## src/rtl/spim_pkg.sv

```systemverilog
// Shared definitions for the Wishbone SPI master: register map, STATUS bit
// positions and the shifter state encoding.
package spim_pkg;

    localparam logic [1:0] SPIM_DATA   = 2'd0;
    localparam logic [1:0] SPIM_STATUS = 2'd1;
    localparam logic [1:0] SPIM_CTRL   = 2'd2;

    localparam int ST_BUSY     = 0;
    localparam int ST_TX_EMPTY = 1;
    localparam int ST_TX_FULL  = 2;
    localparam int ST_RX_EMPTY = 3;
    localparam int ST_RX_FULL  = 4;
    localparam int ST_RX_OVF   = 5;
    localparam int ST_TX_OVF   = 6;

    typedef enum logic [1:0] {
        IDLE = 2'd0,
        LOW  = 2'd1,
        HIGH = 2'd2
    } spim_state_t;

endpackage

```

## src/rtl/spim_fifo.sv

```systemverilog
// Byte-wide synchronous FIFO with first-word-fall-through output; a push
// into a full FIFO is only accepted when a pop frees a slot in the same cycle.
module spim_fifo #(
    parameter int DEPTH = 4
) (
    input  logic       clk,
    input  logic       rst,
    input  logic       push,
    input  logic       pop,
    input  logic [7:0] din,
    output logic [7:0] dout,
    output logic       full,
    output logic       empty
);

    localparam int unsigned AW = $clog2(DEPTH);
    localparam logic [AW:0] FULL_CNT = (AW + 1)'(DEPTH);

    logic [7:0]    mem [DEPTH];
    logic [AW-1:0] rd_ptr;
    logic [AW-1:0] wr_ptr;
    logic [AW:0]   count;
    logic          do_push;
    logic          do_pop;

    assign empty   = (count == '0);
    assign full    = (count == FULL_CNT);
    assign do_pop  = pop && !empty;
    assign do_push = push && (!full || do_pop);
    assign dout    = mem[rd_ptr];

    always_ff @(posedge clk) begin
        if (do_push) begin
            mem[wr_ptr] <= din;
        end
    end

    always_ff @(posedge clk or posedge rst) begin
        if (rst) begin
            rd_ptr <= '0;
            wr_ptr <= '0;
            count  <= '0;
        end else begin
            if (do_push) begin
                wr_ptr <= wr_ptr + 1'b1;
            end
            if (do_pop) begin
                rd_ptr <= rd_ptr + 1'b1;
            end
            case ({do_push, do_pop})
                2'b10:   count <= count + 1'b1;
                2'b01:   count <= count - 1'b1;
                default: count <= count;
            endcase
        end
    end

endmodule

```

## src/rtl/spim_wb.sv

```systemverilog
// Wishbone SPI master for the SD-card bus: TX/RX byte FIFOs feeding a mode-0
// shifter with a programmable half-period divider and software chip select.
module spim_wb
    import spim_pkg::*;
#(
    parameter int         DEPTH   = 4,
    parameter logic [7:0] DIV_RST = 8'd49
) (
    input  logic        wb_clk_i,
    input  logic        wb_rst_i,
    input  logic [31:0] wb_adr_i,
    input  logic [31:0] wb_dat_i,
    output logic [31:0] wb_dat_o,
    input  logic        wb_we_i,
    input  logic [3:0]  wb_sel_i,
    input  logic        wb_stb_i,
    input  logic        wb_cyc_i,
    output logic        wb_ack_o,
    output logic        sd_ss,
    output logic        sd_sck,
    output logic        sd_mosi,
    input  logic        sd_miso
);

    logic        access;
    logic        bus_wr;
    logic        bus_rd;
    logic [1:0]  reg_sel;
    logic        tx_push, tx_pop, tx_full, tx_empty;
    logic        rx_push, rx_pop, rx_full, rx_empty;
    logic [7:0]  tx_dout, rx_dout, rx_byte;
    logic        ss, tx_ovf, rx_ovf;
    logic [7:0]  div;
    spim_state_t state, state_next;
    logic [7:0]  div_cnt;
    logic [2:0]  bit_cnt;
    logic [7:0]  tx_sh, rx_sh;
    logic        sck, mosi, miso_q;
    logic        half_done, busy;
    logic [6:0]  status;
    logic [31:0] rdata;
    logic        unused_bits;

    assign access  = wb_cyc_i & wb_stb_i & ~wb_ack_o;
    assign bus_wr  = access & wb_we_i;
    assign bus_rd  = access & ~wb_we_i;
    assign reg_sel = wb_adr_i[3:2];
    assign tx_push = bus_wr && (reg_sel == SPIM_DATA);
    assign rx_pop  = bus_rd && (reg_sel == SPIM_DATA);

    assign unused_bits = ^{wb_sel_i, wb_adr_i[31:4], wb_adr_i[1:0], wb_dat_i[31:16],
                           tx_sh[7], rx_sh[7]};

    spim_fifo #(.DEPTH(DEPTH)) u_tx_fifo (
        .clk(wb_clk_i), .rst(wb_rst_i), .push(tx_push), .pop(tx_pop),
        .din(wb_dat_i[7:0]), .dout(tx_dout), .full(tx_full), .empty(tx_empty)
    );

    spim_fifo #(.DEPTH(DEPTH)) u_rx_fifo (
        .clk(wb_clk_i), .rst(wb_rst_i), .push(rx_push), .pop(rx_pop),
        .din(rx_byte), .dout(rx_dout), .full(rx_full), .empty(rx_empty)
    );

    assign busy      = !((state == IDLE) && tx_empty);
    assign half_done = (div_cnt >= div);
    assign rx_byte   = {rx_sh[6:0], miso_q};

    always_comb begin
        status = '0;
        status[ST_BUSY]     = busy;
        status[ST_TX_EMPTY] = tx_empty;
        status[ST_TX_FULL]  = tx_full;
        status[ST_RX_EMPTY] = rx_empty;
        status[ST_RX_FULL]  = rx_full;
        status[ST_RX_OVF]   = rx_ovf;
        status[ST_TX_OVF]   = tx_ovf;
    end

    always_comb begin
        rdata = '0;
        case (reg_sel)
            SPIM_DATA:   rdata = {24'h0, rx_empty ? 8'h00 : rx_dout};
            SPIM_STATUS: rdata = {25'h0, status};
            SPIM_CTRL:   rdata = {16'h0, div, 7'h0, ss};
            default:     rdata = '0;
        endcase
    end

    // Overflow flags: a set in the same cycle as a software clear wins.
    always_ff @(posedge wb_clk_i or posedge wb_rst_i) begin
        if (wb_rst_i) begin
            wb_ack_o <= 1'b0;
            wb_dat_o <= '0;
            ss       <= 1'b1;
            div      <= DIV_RST;
            tx_ovf   <= 1'b0;
            rx_ovf   <= 1'b0;
        end else begin
            wb_ack_o <= access;
            wb_dat_o <= bus_rd ? rdata : '0;
            if (bus_wr && (reg_sel == SPIM_CTRL)) begin
                ss  <= wb_dat_i[0];
                div <= wb_dat_i[15:8];
            end
            if (bus_wr && (reg_sel == SPIM_STATUS)) begin
                if (wb_dat_i[ST_RX_OVF]) rx_ovf <= 1'b0;
                if (wb_dat_i[ST_TX_OVF]) tx_ovf <= 1'b0;
            end
            if (tx_push && tx_full && !tx_pop) tx_ovf <= 1'b1;
            if (rx_push && rx_full && !rx_pop) rx_ovf <= 1'b1;
        end
    end

    always_ff @(posedge wb_clk_i or posedge wb_rst_i) begin
        if (wb_rst_i) begin
            state <= IDLE;
        end else begin
            state <= state_next;
        end
    end

    always_comb begin
        state_next = state;
        tx_pop     = 1'b0;
        rx_push    = 1'b0;
        case (state)
            IDLE: begin
                if (!tx_empty) begin
                    tx_pop     = 1'b1;
                    state_next = LOW;
                end
            end
            LOW: begin
                if (half_done) state_next = HIGH;
            end
            HIGH: begin
                if (half_done) begin
                    if (bit_cnt == 3'd7) begin
                        rx_push    = 1'b1;
                        state_next = IDLE;
                    end else begin
                        state_next = LOW;
                    end
                end
            end
            default: state_next = IDLE;
        endcase
    end

    // Shift datapath; the >= compare lets a mid-byte div decrease end the
    // current half-period instead of wrapping the counter.
    always_ff @(posedge wb_clk_i or posedge wb_rst_i) begin
        if (wb_rst_i) begin
            div_cnt <= '0;
            bit_cnt <= '0;
            tx_sh   <= '0;
            rx_sh   <= '0;
            sck     <= 1'b0;
            mosi    <= 1'b1;
            miso_q  <= 1'b0;
        end else begin
            miso_q <= sd_miso;
            case (state)
                IDLE: begin
                    if (tx_pop) begin
                        tx_sh   <= tx_dout;
                        mosi    <= tx_dout[7];
                        div_cnt <= '0;
                        bit_cnt <= '0;
                    end
                end
                LOW: begin
                    if (half_done) begin
                        sck     <= 1'b1;
                        div_cnt <= '0;
                    end else begin
                        div_cnt <= div_cnt + 8'd1;
                    end
                end
                HIGH: begin
                    if (half_done) begin
                        sck     <= 1'b0;
                        div_cnt <= '0;
                        rx_sh   <= rx_byte;
                        bit_cnt <= bit_cnt + 3'd1;
                        if (bit_cnt == 3'd7) begin
                            mosi <= 1'b1;
                        end else begin
                            mosi  <= tx_sh[6];
                            tx_sh <= {tx_sh[6:0], 1'b0};
                        end
                    end else begin
                        div_cnt <= div_cnt + 8'd1;
                    end
                end
                default: ;
            endcase
        end
    end

    assign sd_ss   = ss;
    assign sd_sck  = sck;
    assign sd_mosi = mosi;

endmodule

```

## config.mk

```make
export PLATFORM = sky130hd
export DESIGN_NAME = spim_wb
export DESIGN_NICKNAME = d
export VERILOG_FILES = /design/src/rtl/spim_pkg.sv /design/src/rtl/spim_fifo.sv /design/src/rtl/spim_wb.sv
export SDC_FILE = /design/constraint.sdc
export NUM_CORES = 1
export LEC_CHECK = 0
export CAP_MARGIN = 5
export CORE_AREA = 2 2 104 157
export CTS_CLUSTER_SIZE = 24
export DETAILED_ROUTE_END_ITERATION = 8
export DIE_AREA = 0 0 106 159
export GPL_TIMING_DRIVEN = 0
export HOLD_SLACK_MARGIN = 0.15
export RECOVER_POWER = 50
export SYNTH_ARGS = -nofsm -noshare
export SYNTH_HDL_FRONTEND = slang
export SYNTH_SLANG_ARGS = --single-unit
export TNS_END_PERCENT = 50
```

## constraint.sdc

```tcl
create_clock -name wb_clk_i -period 3.43 [get_ports wb_clk_i]
set_input_delay 0.686 -clock wb_clk_i [delete_from_list [all_inputs] [get_ports wb_clk_i]]
set_output_delay 0.686 -clock wb_clk_i [all_outputs]
set_load 0.02 [all_outputs]
```

==> out/results.ini <==
[run_status]
status=finished, final reports clean

[critical_path]
crit_slowest_cell=sky130_fd_sc_hd__dlygate4sd3_1
critical_path_peak_fanout=10
slowest_delay_ns=0.53
startpoint_type=input port
cp_cell_sequence=dlygate4sd3_1 -> nand3b_1 -> or3_1 -> buf_2 -> nor3_1 -> buf_2 -> nand2_1 -> fa_1 -> inv_1 -> a2bb2oi_1 -> o32ai_1 -> a31oi_1
required_ns=3.76
cp.arrival_ns=3.43
critical_path.most_common_cell=sky130_fd_sc_hd__buf_2
class_of_the_most_critical_setup_path=in -> reg
setup.worst_path.end_class=register

[power_and_ir_drop]
total_leakage_power_nw=3.02
clockPowerShare=0.348
power.ir.vdd_worst_mv=0.348
internal_power_mw=3.56
p_per_area_nw_per_um2=704
power.net_switching_mw=1.69
power_frac_comb=0.261
switching_share=0.322
seqPwrFrac=0.391
power.total_mw=5.25

[floorplan]
die_area_um2=16900
initial_utilization=0.395
dieHeight_um=159
ios=110
core-area_um2=15500
chipWidth_um=106
core.rowCount=56

[sta]
setup_viol=0
setup_repair_after_global_routing_missed_its_margin=false
timing.final.crit_period_ns=3.09
slew_headroom=0.174
worst_clock_skew_ns=0.0109
timing.final.crit_share=0.901
timing.final.max_slew_violations=0
hold_ws_ns=0.506
setup_tns_ns=0
achievable-frequency_mhz=323
worstMarginPinSlew_ns=1.24
timing_hold_violations_final=0

[layout]
postLayoutCoreUtil=0.482
insertedDiodeCount=0
multi_input_area_um2=2130
final_layout_size_suffix_gt1_frac=0.170
seqCellArea_um2=3730
stdcell_count=761
area_growth_syn_to_layout_pct=22.1
nets=646
num-fill-cells=1367

[routing]
vias=3772
drt_drc_violations_left=0
postRouteWirelength_mm=12.3
drt_iter0_drc=101
detailedRoute.firstPassIterationCount=4
detail_route.vias_per_cell=4.96
drt.antenna.violating_nets=0
route.detailed.wl_per_inst_um=16.2

[synthesis]
ys_async_sr_fraction=0.529
netlist.top_cell.by_area=sky130_fd_sc_hd__edfxtp_1
syn_area_um2=6110
syn-instance-count=467
synth_commonest_cells=67 x sky130_fd_sc_hd__dfrtp_1, 64 x sky130_fd_sc_hd__edfxtp_1, 56 x sky130_fd_sc_hd__nand2_1
synth_fa_ha_area_frac=0.0578
synth_top_cells_by_area=sky130_fd_sc_hd__edfxtp_1 31%, sky130_fd_sc_hd__dfrtp_1 27%, sky130_fd_sc_hd__mux4_2 5.9%, sky130_fd_sc_hd__ha_1 5.1%, sky130_fd_sc_hd__nand2_1 3.4%
yosys.area.top_type_share=0.315
postSynth.topFlopCell=sky130_fd_sc_hd__dfrtp_1
synth.avg_cell_area_um2=13.1
post_synth_edffs=64
synth-warning-count=0
main_combinational_cell_family_by_area_after_synthesis=simple AND/OR/NAND/NOR gates
synth.distinct_cells=56
yosys.area_share.simple=0.106
synthXorXnorAreaFrac=0.0158
yosysSeqAreaShare=0.610
compound_gate_fraction_of_synth_area=0.0848
synth-seq-cells=136
multiplexer_fraction_of_the_synthesized_cell_area=0.0750
yosys.cell_count.top_type=sky130_fd_sc_hd__dfrtp_1

[hold_path]
hold_path.class=reg -> reg

[cts]
clock_insertion_delay_worst_skew_ns=0.42
cts_tree=done
clk_pin_slew_ns=0.06
cts_sinks=136
cts_root_buffer=sky130_fd_sc_hd__clkbuf_16
cts_hold_repair.buffers=0
htree_num_levels=4
post-cts-setup-buffers=0
cts-root-to-sink-buffers=2
tritoncts.num_buffers=17
post_cts.resized_instances=0

[grt]
grt_start_max_net_pins=51
leftover_overflow_at_the_end_of_global_routing=0
grt_pass1_wl_mm=20.2
first_global_vias=4000
grt_use_total=0.155
number_of_antenna_violations_at_the_first_check_in_global_routing=0

[place]
port_buffers=43
dp_hpwl_mm=8.91
gp_congestion=0.802
dp_cells=729

[run]
cap_violations=0

[power by group through the flow]
stage | Combinational (mW) | Clock, mW | Sequential (mW)
after floorplan | 1.04 | 0 | 2.06
after global placement | 1.33 | 0 | 2.07
after detailed placement | 1.38 | 0 | 2.08
after CTS | 1.39 | 1.86 | 2.05
after global routing | 1.54 | 1.94 | 2.08
final | 1.37 | 1.83 | 2.05
[cell families after synthesis]
logic type	count (synthesis)
compound gates	71
xor+xnor	11
fa+ha+maj	27
buf+inv	60
flops	136
mux	25
other cells	1
simple gates	136
[final timing paths]
kind                                 endpoint  depth (start not counted)     start  slack [ns]
max                        u_rx_fifo.count[1]                         12  wb_cyc_i        0.34
min                               wb_dat_o[8]                          2    div[0]        0.51
max reg2reg                u_rx_fifo.count[1]                         11    div[5]        0.40
min reg2reg                       wb_dat_o[8]                          2    div[0]        0.51
max in group asynchronous              sd_sck                          3  wb_rst_i        0.75
min in group asynchronous            rx_sh[6]                          2  wb_rst_i        0.95
[through the flow]
step / worst slack [ns] / area (µm²)
finish: 0.338 / 7460
global route: 0.173 / 7460
CTS: 0.362 / 7480
detailed placement: -0.0510 / 6880
global placement: -0.458 / 6850
floorplan: 0.760 / 6170
[placed cells by master, fill, tap and decap left out, types with 3 or more instances in the layout]
| master | netlist | layout |
|---|---|---|
| sky130_fd_sc_hd__a21oi_1 | 15 | 15 |
| sky130_fd_sc_hd__a22o_1 | 3 | 3 |
| sky130_fd_sc_hd__a22oi_1 | 3 | 3 |
| sky130_fd_sc_hd__a31oi_1 | 3 | 3 |
| sky130_fd_sc_hd__a32o_1 | 3 | 3 |
| sky130_fd_sc_hd__and2_1 | 8 | 8 |
| sky130_fd_sc_hd__buf_2 | 7 | 7 |
| sky130_fd_sc_hd__buf_4 | 16 | 16 |
| sky130_fd_sc_hd__clkbuf_1 | 7 | 7 |
| sky130_fd_sc_hd__clkbuf_16 | 0 | 17 |
| sky130_fd_sc_hd__clkdlybuf4s50_1 | 0 | 31 |
| sky130_fd_sc_hd__clkinv_4 | 0 | 4 |
| sky130_fd_sc_hd__conb_1 | 1 | 16 |
| sky130_fd_sc_hd__dfrtp_1 | 67 | 67 |
| sky130_fd_sc_hd__dfstp_2 | 5 | 5 |
| sky130_fd_sc_hd__dlygate4sd3_1 | 0 | 12 |
| sky130_fd_sc_hd__edfxtp_1 | 64 | 64 |
| sky130_fd_sc_hd__ha_1 | 25 | 25 |
| sky130_fd_sc_hd__inv_1 | 29 | 28 |
| sky130_fd_sc_hd__inv_8 | 0 | 7 |
| sky130_fd_sc_hd__mux2_2 | 6 | 6 |
| sky130_fd_sc_hd__mux2i_1 | 3 | 3 |
| sky130_fd_sc_hd__mux4_2 | 16 | 16 |
| sky130_fd_sc_hd__nand2_1 | 56 | 56 |
| sky130_fd_sc_hd__nand3_1 | 13 | 13 |
| sky130_fd_sc_hd__nand4_1 | 3 | 3 |
| sky130_fd_sc_hd__nor2_1 | 19 | 19 |
| sky130_fd_sc_hd__nor2b_1 | 3 | 3 |
| sky130_fd_sc_hd__nor3_1 | 9 | 9 |
| sky130_fd_sc_hd__nor4_1 | 8 | 8 |
| sky130_fd_sc_hd__o21ai_0 | 18 | 18 |
| sky130_fd_sc_hd__o221a_1 | 5 | 5 |
| sky130_fd_sc_hd__or3_1 | 6 | 6 |
| sky130_fd_sc_hd__xnor2_1 | 8 | 8 |
| sky130_fd_sc_hd__xor2_1 | 3 | 3 |
[layout make-up]
| class | instances | share of cell area |
|---|---|---|
| tap | 203 | 0.0340 |
| multi-input combinational | 286 | 0.286 |
| sequential | 136 | 0.500 |
| clock inverter | 15 | 0.0238 |
| timing repair buffer | 44 | 0.0584 |
| buffer | 31 | 0.0258 |
| clock buffer | 17 | 0.0570 |
| inverter | 29 | 0.0148 |
[worst max-delay path: cells and delay by family]
kind / cells / cell delay, ns
buffers and inverters: 4 / 1.05
AND/OR/NAND/NOR: 4 / 0.76
adder cells (fa/ha/maj): 1 / 0.48
AO/OA/AOI/OAI: 3 / 0.44
[routing by layer]
metal | global-route usage | routed length [µm] | vias to the layer above
met2 | 0.294 | 6920 | 62
met3 | 0.0336 | 331 | 15
met4 | 0.0461 | 182 | 0
met1 | 0.169 | 4890 | 1875
met5 | 0 | 0 | -
li1 | - | - | 1820
[flip-flops by register name (all words and copies together) (netlist names), 2 cells and up]
| register | flops |
|---|---|
| bit_cnt | 3 |
| div | 8 |
| div_cnt | 8 |
| rx_sh | 7 |
| state | 2 |
| tx_sh | 7 |
| u_rx_fifo.count | 3 |
| u_rx_fifo.mem | 32 |
| u_rx_fifo.rd_ptr | 2 |
| u_rx_fifo.wr_ptr | 2 |
| u_tx_fifo.count | 3 |
| u_tx_fifo.mem | 32 |
| u_tx_fifo.rd_ptr | 2 |
| u_tx_fifo.wr_ptr | 2 |
| wb_dat_o | 16 |
(Power assumes the default switching activity.)
